[config.mk]
export PLATFORM = sky130hd
export DESIGN_NAME = tap_controller
export DESIGN_NICKNAME = d
export VERILOG_FILES = /design/src/rtl/tap_pkg.sv /design/src/rtl/tap_controller.sv
export SDC_FILE = /design/constraint.sdc
export NUM_CORES = 1
export LEC_CHECK = 0
export BUFFER_PORTS_ARGS = -buffer_cell sky130_fd_sc_hd__buf_2
export CORE_AREA = 10 10 92 94
export CTS_CLUSTER_SIZE = 30
export DETAILED_ROUTE_END_ITERATION = 12
export DIE_AREA = 0 0 102 104
export MAX_ROUTING_LAYER = met4
export PLACE_DENSITY = 0.71
export SLEW_MARGIN = 5
export SYNTH_ARGS = -nofsm -noshare
export SYNTH_HDL_FRONTEND = slang
export SYNTH_SLANG_ARGS = --single-unit
[constraint.sdc]
create_clock -name TCK -period 1.6 [get_ports TCK]
set_clock_uncertainty 0.05 [all_clocks]
set_input_delay 0.08 -clock TCK [delete_from_list [all_inputs] [get_ports TCK]]
set_output_delay 0.08 -clock TCK [all_outputs]
set_load 0.01 [all_outputs]
[src/rtl/tap_pkg.sv]
// Shared constants for the JTAG TAP: opcodes, captured constants and the DR path selector.
package tap_pkg;

  localparam int IR_WIDTH = 4;
  localparam int DR_WIDTH = 32;

  localparam logic [IR_WIDTH-1:0] BYPASS       = 4'h0;
  localparam logic [IR_WIDTH-1:0] IDCODE       = 4'h1;
  localparam logic [IR_WIDTH-1:0] TCP_CTRL     = 4'h8;
  localparam logic [IR_WIDTH-1:0] TCP_STATUS   = 4'h9;
  localparam logic [IR_WIDTH-1:0] IJTAG_ACCESS = 4'hA;

  // version 4'h1, part 16'hCAFE, manufacturer 11'h05F, mandatory 1
  localparam logic [DR_WIDTH-1:0] IDCODE_VALUE = 32'h1CAFE0BF;
  localparam logic [DR_WIDTH-1:0] STATUS_VALUE = 32'hDEADBEEF;
  localparam logic [IR_WIDTH-1:0] IR_CAPTURE   = 4'b0001;

  typedef enum logic [2:0] {
    DR_BYPASS,
    DR_IDCODE,
    DR_CTRL,
    DR_STATUS,
    DR_IJTAG
  } dr_sel_t;

  function automatic dr_sel_t decode_ir(input logic [IR_WIDTH-1:0] op);
    dr_sel_t sel;
    case (op)
      IDCODE:       sel = DR_IDCODE;
      TCP_CTRL:     sel = DR_CTRL;
      TCP_STATUS:   sel = DR_STATUS;
      IJTAG_ACCESS: sel = DR_IJTAG;
      default:      sel = DR_BYPASS;
    endcase
    return sel;
  endfunction

endpackage

[src/rtl/tap_controller.sv]
// IEEE 1149.1 TAP with IDCODE/TCP_CTRL/TCP_STATUS/BYPASS DRs and an IJTAG bridge.
// TMS/TDI sampled on TCK rise, TDO registered on TCK fall; no backpressure, TCK paced.
module tap_controller
  import tap_pkg::*;
(
  input  logic TCK,
  input  logic TRST_n,
  input  logic TMS,
  input  logic TDI,
  output logic TDO,
  output logic ijtag_select,
  output logic ijtag_capture,
  output logic ijtag_shift,
  output logic ijtag_update,
  output logic ijtag_tdi,
  input  logic ijtag_tdo
);

  typedef enum logic [3:0] {
    TEST_LOGIC_RESET, RUN_TEST_IDLE,
    SELECT_DR_SCAN, CAPTURE_DR, SHIFT_DR, EXIT1_DR, PAUSE_DR, EXIT2_DR, UPDATE_DR,
    SELECT_IR_SCAN, CAPTURE_IR, SHIFT_IR, EXIT1_IR, PAUSE_IR, EXIT2_IR, UPDATE_IR
  } tap_state_t;

  tap_state_t tap_state, next_state;
  logic [IR_WIDTH-1:0] ir, ir_shift;
  logic [DR_WIDTH-1:0] dr_shift, tcp_ctrl;
  logic bypass_reg, tdo_next;
  dr_sel_t dr_sel;

  assign dr_sel = decode_ir(ir);

  always_ff @(posedge TCK or negedge TRST_n) begin
    if (!TRST_n) tap_state <= TEST_LOGIC_RESET;
    else         tap_state <= next_state;
  end

  always_comb begin
    next_state = tap_state;
    unique case (tap_state)
      TEST_LOGIC_RESET: next_state = TMS ? TEST_LOGIC_RESET : RUN_TEST_IDLE;
      RUN_TEST_IDLE:    next_state = TMS ? SELECT_DR_SCAN   : RUN_TEST_IDLE;
      SELECT_DR_SCAN:   next_state = TMS ? SELECT_IR_SCAN   : CAPTURE_DR;
      CAPTURE_DR:       next_state = TMS ? EXIT1_DR         : SHIFT_DR;
      SHIFT_DR:         next_state = TMS ? EXIT1_DR         : SHIFT_DR;
      EXIT1_DR:         next_state = TMS ? UPDATE_DR        : PAUSE_DR;
      PAUSE_DR:         next_state = TMS ? EXIT2_DR         : PAUSE_DR;
      EXIT2_DR:         next_state = TMS ? UPDATE_DR        : SHIFT_DR;
      UPDATE_DR:        next_state = TMS ? SELECT_DR_SCAN   : RUN_TEST_IDLE;
      SELECT_IR_SCAN:   next_state = TMS ? TEST_LOGIC_RESET : CAPTURE_IR;
      CAPTURE_IR:       next_state = TMS ? EXIT1_IR         : SHIFT_IR;
      SHIFT_IR:         next_state = TMS ? EXIT1_IR         : SHIFT_IR;
      EXIT1_IR:         next_state = TMS ? UPDATE_IR        : PAUSE_IR;
      PAUSE_IR:         next_state = TMS ? EXIT2_IR         : PAUSE_IR;
      EXIT2_IR:         next_state = TMS ? UPDATE_IR        : SHIFT_IR;
      UPDATE_IR:        next_state = TMS ? SELECT_DR_SCAN   : RUN_TEST_IDLE;
    endcase
  end

  // Reaching TEST_LOGIC_RESET through TMS is a soft reset of the instruction.
  always_ff @(posedge TCK or negedge TRST_n) begin
    if (!TRST_n) begin
      ir       <= IDCODE;
      ir_shift <= '0;
    end else begin
      case (tap_state)
        CAPTURE_IR: ir_shift <= IR_CAPTURE;
        SHIFT_IR:   ir_shift <= {TDI, ir_shift[IR_WIDTH-1:1]};
        default:    ;
      endcase
      if (next_state == TEST_LOGIC_RESET) ir <= IDCODE;
      else if (tap_state == UPDATE_IR)    ir <= ir_shift;
    end
  end

  // One shared 32-bit shifter serves IDCODE, TCP_CTRL and TCP_STATUS.
  always_ff @(posedge TCK or negedge TRST_n) begin
    if (!TRST_n) begin
      dr_shift   <= '0;
      bypass_reg <= 1'b0;
      tcp_ctrl   <= '0;
    end else begin
      case (tap_state)
        CAPTURE_DR: begin
          case (dr_sel)
            DR_BYPASS: bypass_reg <= 1'b0;
            DR_IDCODE: dr_shift   <= IDCODE_VALUE;
            DR_CTRL:   dr_shift   <= tcp_ctrl;
            DR_STATUS: dr_shift   <= STATUS_VALUE;
            default:   ;
          endcase
        end
        SHIFT_DR: begin
          case (dr_sel)
            DR_BYPASS: bypass_reg <= TDI;
            DR_IJTAG:  ;
            default:   dr_shift   <= {TDI, dr_shift[DR_WIDTH-1:1]};
          endcase
        end
        UPDATE_DR: if (dr_sel == DR_CTRL) tcp_ctrl <= dr_shift;
        default:   ;
      endcase
    end
  end

  always_comb begin
    ijtag_select  = (dr_sel == DR_IJTAG);
    ijtag_capture = ijtag_select && (tap_state == CAPTURE_DR);
    ijtag_shift   = ijtag_select && (tap_state == SHIFT_DR);
    ijtag_update  = ijtag_select && (tap_state == UPDATE_DR);
    ijtag_tdi     = TDI;
    tdo_next      = 1'b0;
    case (tap_state)
      SHIFT_IR: tdo_next = ir_shift[0];
      SHIFT_DR: begin
        case (dr_sel)
          DR_BYPASS: tdo_next = bypass_reg;
          DR_IJTAG:  tdo_next = ijtag_tdo;
          default:   tdo_next = dr_shift[0];
        endcase
      end
      default: ;
    endcase
  end

  always_ff @(negedge TCK or negedge TRST_n) begin
    if (!TRST_n) TDO <= 1'b0;
    else         TDO <= tdo_next;
  end

endmodule

==> metrics.txt, run 1 <==
clock network power share 16.2%; dpl hpwl 5.081 mm; CTS tree done; CTS H-tree lvls 3; Post-Syn Instances 331; worst r2r dst TDO; vias in the first global route 2820; status finished with violations; DR WL/cell 23.24 um; Design Area, Final 0.005448 mm^2; Pwr per Cell Area 1910 mW/mm^2; layout net count 407; via-per-instance ratio 6.209; I/O Buffers 10; combinational share of power 53.1%; drt initial violations 165; max-cap violation count 0; die span in y 104 um; Leak 0.002547 uW; required time of the critical path 0.93 ns; Initial Util 53.78%; Hold WS 0.08758 ns; CTS Root Cell clkbuf_8; Final GP Congestion 0.8752; die area 0.01061 mm^2; post-synthesis sequential area ratio 54.35%; reg2reg setup slack -0.75 ns; TritonCTS Buffers 9; sequential power share 30.7%; crit path launch type register; post-route ant nets 0; Layout Utilization 81.54%; first-pass GRT wire length 14.92 mm; Cell variety after synth 45; Worst R2R Path Depth 4; violated checks setup timing; post-synthesis async set-or-reset flop share 100.0%; dpl cell area 0.004148 mm^2; Die Span X 102 um; DR pass1 iterations 4; layout cells sized above 1 59.46%; leading area contributor after synthesis dfrtp_1; Via Count 3024; Placement Setup Slack -0.6080 ns; VDD IR-drop max 0.001272 V; syn_nets 336; Worst Setup End Kind register; RSZ-0062 raised after global routing true; r2r startpoint ir[0]; Setup Viol. Count Final 74; total routed wirelength 11.32 mm; P_int 6277 uW; buffer depth of the longest clock path 2; Worst Path Arrival 1.67 ns; overall power 10410 uW; I/O pin cnt 11; Post-synth EDFFs 0; Synth top cells by count dfrtp_1, nand2_1, mux2_2; Top FF cell, synth dfrtp_1; most numerous cell in the Yosys netlist dfrtp_1; synthesized area 0.003593 mm^2; Syn-to-layout area delta 51.60%; GRT Total Usage 18.34%; total grt overflow 0; Sink Count 78; Slew @ Worst Pin 0.3563 ns; Avg Inst Size Synth 10.86 um^2; Ys Warns 0; final hold violation count 0; Synth top area share 52.92%; Net Switching 4130 uW; synth top area cells dfrtp_1, mux2_2, nand2_1, o22ai_1, o21ai_0; num rows 30; critical path type register to register; worst-skew pair later-pin latency 0.36 ns; DRC 0; max_slew headroom 76.15%; Max FO, Critical Path 3; CORE AREA 0.006681 mm^2; Yosys reg bits 78; pin count of the biggest net entering global routing 44; worst hold path class input pin to asynchronous set/reset pin; final setup margin -0.7467 ns; sw frac 39.68%; Final Slew Violations 0; biggest regs dr_shift (32), tcp_ctrl (32); critical path startpoint ir[0]; Worst-path clk slew 0.09 ns; diode count 0; initial antenna violation count 0; CP endpoint TDO
[cells by family (layout without fill, tap and decap cells)]
kind of cell | Yosys count | count (layout) | synth area share (%)
AND/OR/NAND/NOR | 94 | 95 | 13.65
AO/OA/AOI/OAI | 88 | 88 | 15.32
flip-flops | 78 | 78 | 54.35
multiplexers | 40 | 40 | 12.36
buffers and inverters | 31 | 106 | 4.318
[worst max-delay path, cell delays in order, from the launching register on]
cell and delay (ns):
dfstp_2 0.56, nand4bb_4 0.15, mux2_4 0.31, mux2i_1 0.17, o22ai_1 0.12
[power groups by stage]
stage	combinational [uW]	sequential [uW]	clock, uW
after floorplan	2170	2930	0
after global placement	2900	3020	0
after detailed placement	3010	3040	0
after CTS	3980	3030	1670
after global routing	5830	3250	1770
final	5530	3190	1690
[repair_timing]
item,4_1_cts,5_1_grt
pin swaps,19,25
buffers inserted,19,10
gates resized for setup,54,90
hold endpoints to repair,77,0
setup endpoints to repair,72,76
gates cloned,6,10
hold buffers,2,0
[how the worst min path moves through the flow]
stage / end / startpoint / slack, ns / cells after the start
after global routing: tcp_ctrl[28] / TRST_n / 0.13 / 2
after detailed placement: tcp_ctrl[11] / TRST_n / -0.07 / 1
after floorplan: bypass_reg / TRST_n / -0.27 / 0
after CTS: tcp_ctrl[11] / TRST_n / 0.09 / 2
final: tcp_ctrl[28] / TRST_n / 0.09 / 2
after global placement: tcp_ctrl[11] / TRST_n / -0.07 / 1
[cell type report]
class / count / area, um^2
Clock buffer: 10 / 127.6
Clock inverter: 6 / 92.59
Fill cell: 338 / 1234
Inverter: 5 / 18.77
Multi-Input combinational cell: 223 / 2088
Sequential cell: 78 / 1953
Tap cell: 80 / 100.1
Timing Repair Buffer: 85 / 1067
[per-layer routing]
metal | global-route usage (%) | share of wire, % | up-vias | routed length [um]
met1 | 23.72 | 41 | 1572 | 4659
met3 | 3.920 | 4.6 | 22 | 522
met2 | 27.85 | 52 | 95 | 5912
met4 | 6.048 | 2.0 | 0 | 223
met5 | - | 0 | - | 0
li1 | - | - | 1335 | -
[stage by stage]
| stage | std cells | TNS, ns |
|---|---|---|
| after floorplan | 331 | -6.128 |
| after global placement | 429 | -14.02 |
| after detailed placement | 429 | -15.50 |
| after CTS | 471 | -12.62 |
| after global routing | 487 | -20.69 |
| final | 487 | -17.68 |
[cells in the final DEF, fill, tap and decap left out, types with 4 or more instances in the layout]
| cell | n |
|---|---|
| nand2_2 | 19 |
| buf_4 | 28 |
| o21ai_1 | 13 |
| a22oi_2 | 5 |
| buf_12 | 13 |
| buf_6 | 19 |
| mux2_4 | 4 |
| clkbuf_16 | 7 |
| clkbuf_8 | 9 |
| buf_8 | 4 |
| o21ai_0 | 6 |
| nand2_4 | 13 |
| nor2b_1 | 9 |
| o22ai_2 | 17 |
| nor2_1 | 11 |
| dfrtp_1 | 76 |
| buf_2 | 9 |
| a2bb2oi_2 | 7 |
| inv_1 | 4 |
| mux2i_1 | 5 |
| o21ai_2 | 20 |
| nand2_1 | 15 |
| mux2_2 | 31 |
Note: power is estimated with default switching activity, not from simulation.
==> run 2: changes to the inputs <==
--- a/config.mk
+++ b/config.mk
@@ -5,11 +5,13 @@
 export SDC_FILE = /design/constraint.sdc
 export NUM_CORES = 1
 export LEC_CHECK = 0
-export BUFFER_PORTS_ARGS = -buffer_cell sky130_fd_sc_hd__buf_2
-export CORE_AREA = 10 10 92 94
+export CAP_MARGIN = 20
+export CORE_AREA = 10 10 91 93
+export CTS_CLUSTER_DIAMETER = 120
 export CTS_CLUSTER_SIZE = 30
 export DETAILED_ROUTE_END_ITERATION = 12
-export DIE_AREA = 0 0 102 104
+export DIE_AREA = 0 0 101 103
+export DONT_BUFFER_PORTS = 1
 export MAX_ROUTING_LAYER = met4
 export PLACE_DENSITY = 0.71
 export SLEW_MARGIN = 5
==> run 2 against run 1 <==
  * The flow finishes with violations (hold timing, setup timing)
  * Clock-buffer cell count stayed put
  * Global-route usage decreased by 0.89 points
  * Power is 2.8% lower
  * Highest routed layer unchanged
  * Sequential power down 1%
  * Flip-flop and latch count unchanged
==> metrics.txt, run 2 (same netlist as run 1, synthesis figures left out) <==
Setup Viol. Count Final 74 (unchanged); DR pass1 iterations 4 (unchanged); worst r2r dst TDO; critical path startpoint ir[0]; Sink Count 78 (unchanged); final hold violation count 77 (+77); DRC 0 (unchanged); pin count of the biggest net entering global routing 79 (+80%); met3 routed WL 489 um (-6.3%); CORE AREA 0.006569 mm^2 (-1.7%); die span in y 103 um (-0.96%); placed cell count 421 (-1.9%); reg2reg setup slack -0.69 ns (+0.06 ns); Hold WS -0.6360 ns (-0.7236 ns); max_slew headroom 72.51% (-3.6 points); sequential power share 31.1% (+0.4 points); via-per-instance ratio 6.167 (-0.69%); Max FO, Critical Path 3 (unchanged); dpl hpwl 4.686 mm (-7.8%); CTS tree done; commonest non-fill, non-tap cell in the layout dfrtp_1; P_int 6249 uW (-0.44%); VDD IR-drop max 0.001329 V (+4.5%); first-pass GRT wire length 13.93 mm (-6.6%); most frequent cells in the layout dfrtp_1, buf_4, mux2_2; met1 wire length 4.301 mm (-7.7%); Initial Util 54.70% (+0.92 points); crit path launch type register; vias in the first global route 2726 (-3.3%); Final Slew Violations 0 (unchanged); Die Span X 101 um (-0.98%); total grt overflow 0 (unchanged); worst-skew pair later-pin latency 0.35 ns (about the same); clock network power share 16.1% (about the same); met2 wire len 5.130 mm (-13%); Final TNS setup -15.37 ns (+2.311 ns); combinational share of power 52.8% (-0.3 points); max-cap violation count 0 (unchanged); post-route ant nets 0 (unchanged); sw frac 38.25% (-1.4 points); Worst Path Arrival 1.61 ns (-0.06 ns); biggest regs dr_shift (32), tcp_ctrl (32); Worst R2R Path Depth 4 (unchanged); highest routed layer met4; layout cells sized above 1 56.85% (-2.6 points); Net Switching 3870 uW (-6.3%); total routed wirelength 10.18 mm (-10%); RSZ-0062 raised after global routing true; drt initial violations 145 (-12%); diode count 0 (unchanged); critical path type register to register; DR WL/cell 21.47 um (-7.6%); # hold bufs at CTS 2 (unchanged); Worst-path clk slew 0.09 ns (about the same); required time of the critical path 0.93 ns (about the same); I/O Buffers 0 (-10); initial antenna violation count 0 (unchanged); TritonCTS Buffers 9 (unchanged); Worst Setup End Kind register; buffer depth of the longest clock path 2 (unchanged); Leak 0.002432 uW (-4.5%); CTS Root Cell clkbuf_8; Pwr per Cell Area 1934 mW/mm^2 (+1.3%); Slew @ Worst Pin 0.4122 ns (+0.05594 ns); die area 0.01040 mm^2 (-1.9%); I/O pin cnt 11 (unchanged); layout net count 395 (-2.9%); Via Count 2923 (-3.3%); violated checks hold timing, setup timing; worst hold path class input pin to asynchronous set/reset pin; fin cells 474 (-2.7%); status finished with violations; num rows 30 (unchanged); GRT Total Usage 17.45% (-0.89 points); Final GP Congestion 0.8329 (-4.8%); Syn-to-layout area delta 45.58%; r2r startpoint ir[0]; final setup margin -0.6885 ns (+0.05829 ns); CTS H-tree lvls 3 (unchanged)
-- run 2: worst max path at each step --
stage          slack, ns  cells after the start  end
2_1_floorplan      -0.68                      4  TDO
3_3_place_gp       -0.59                      4  TDO
3_5_place_dp       -0.63                      4  TDO
4_1_cts            -0.65                      4  TDO
5_1_grt            -0.74                      5  TDO
6_report           -0.69                      4  TDO
-- run 2: power groups by stage --
stage | Sequential, uW | Combinational [uW] | Clock [uW]
after floorplan | 2930 | 2170 | 0
after global placement | 3020 | 2890 | 0
after detailed placement | 3040 | 2990 | 0
after CTS | 3040 | 3960 | 1620
after global routing | 3220 | 5640 | 1730
final | 3150 | 5350 | 1630
-- run 2: area by class of cell --
cell class,count,area [um^2]
flip-flops and latches,78,1953
clock buffers,10,127.6
clock inverters,5,83.83
inverters,5,18.77
fillers,339,1338
repair buffers,73,890.9
well taps,80,100.1
multi-input cells,223,2057
-- run 2: worst max-delay path, cell delays in order (launching register included) --
cell and delay [ns]:
dfstp_2 0.56, nand4bb_4 0.15, mux2_4 0.30, mux2i_1 0.15, o22ai_1 0.11
-- run 2: timing repair --
| item | in CTS | in global routing |
|---|---|---|
| hold endpoints to repair | 82 | 77 |
| setup buffers | 13 | 16 |
| pin swaps | 28 | 37 |
| endpoints found under the setup margin | 74 | 75 |
| gates resized for setup | 51 | 83 |
| cloned | 4 | 6 |
-- run 2: per-stage QoR --
step                      utilization, %  power (uW)  hold slack [ns]  instance area (um^2)  setup WS, ns
after global routing               79.64       10580          -0.6571                  5231       -0.7377
after global placement             62.57        5913          -0.2614                  4110       -0.5910
after floorplan                        -        5106          -0.2656                  3836       -0.6849
after detailed placement           62.57        6023          -0.2608                  4110       -0.6341
final                              79.64       10120          -0.6360                  5231       -0.6885
after CTS                          71.96        8616          -0.6385                  4727       -0.6538
-- run 2: metal layers --
metal  GRT usage (%)  up-vias
met5               -        -
met4           5.359        0
met3           3.217       28
met2           29.24       88
met1           20.98     1497
li1                -     1310
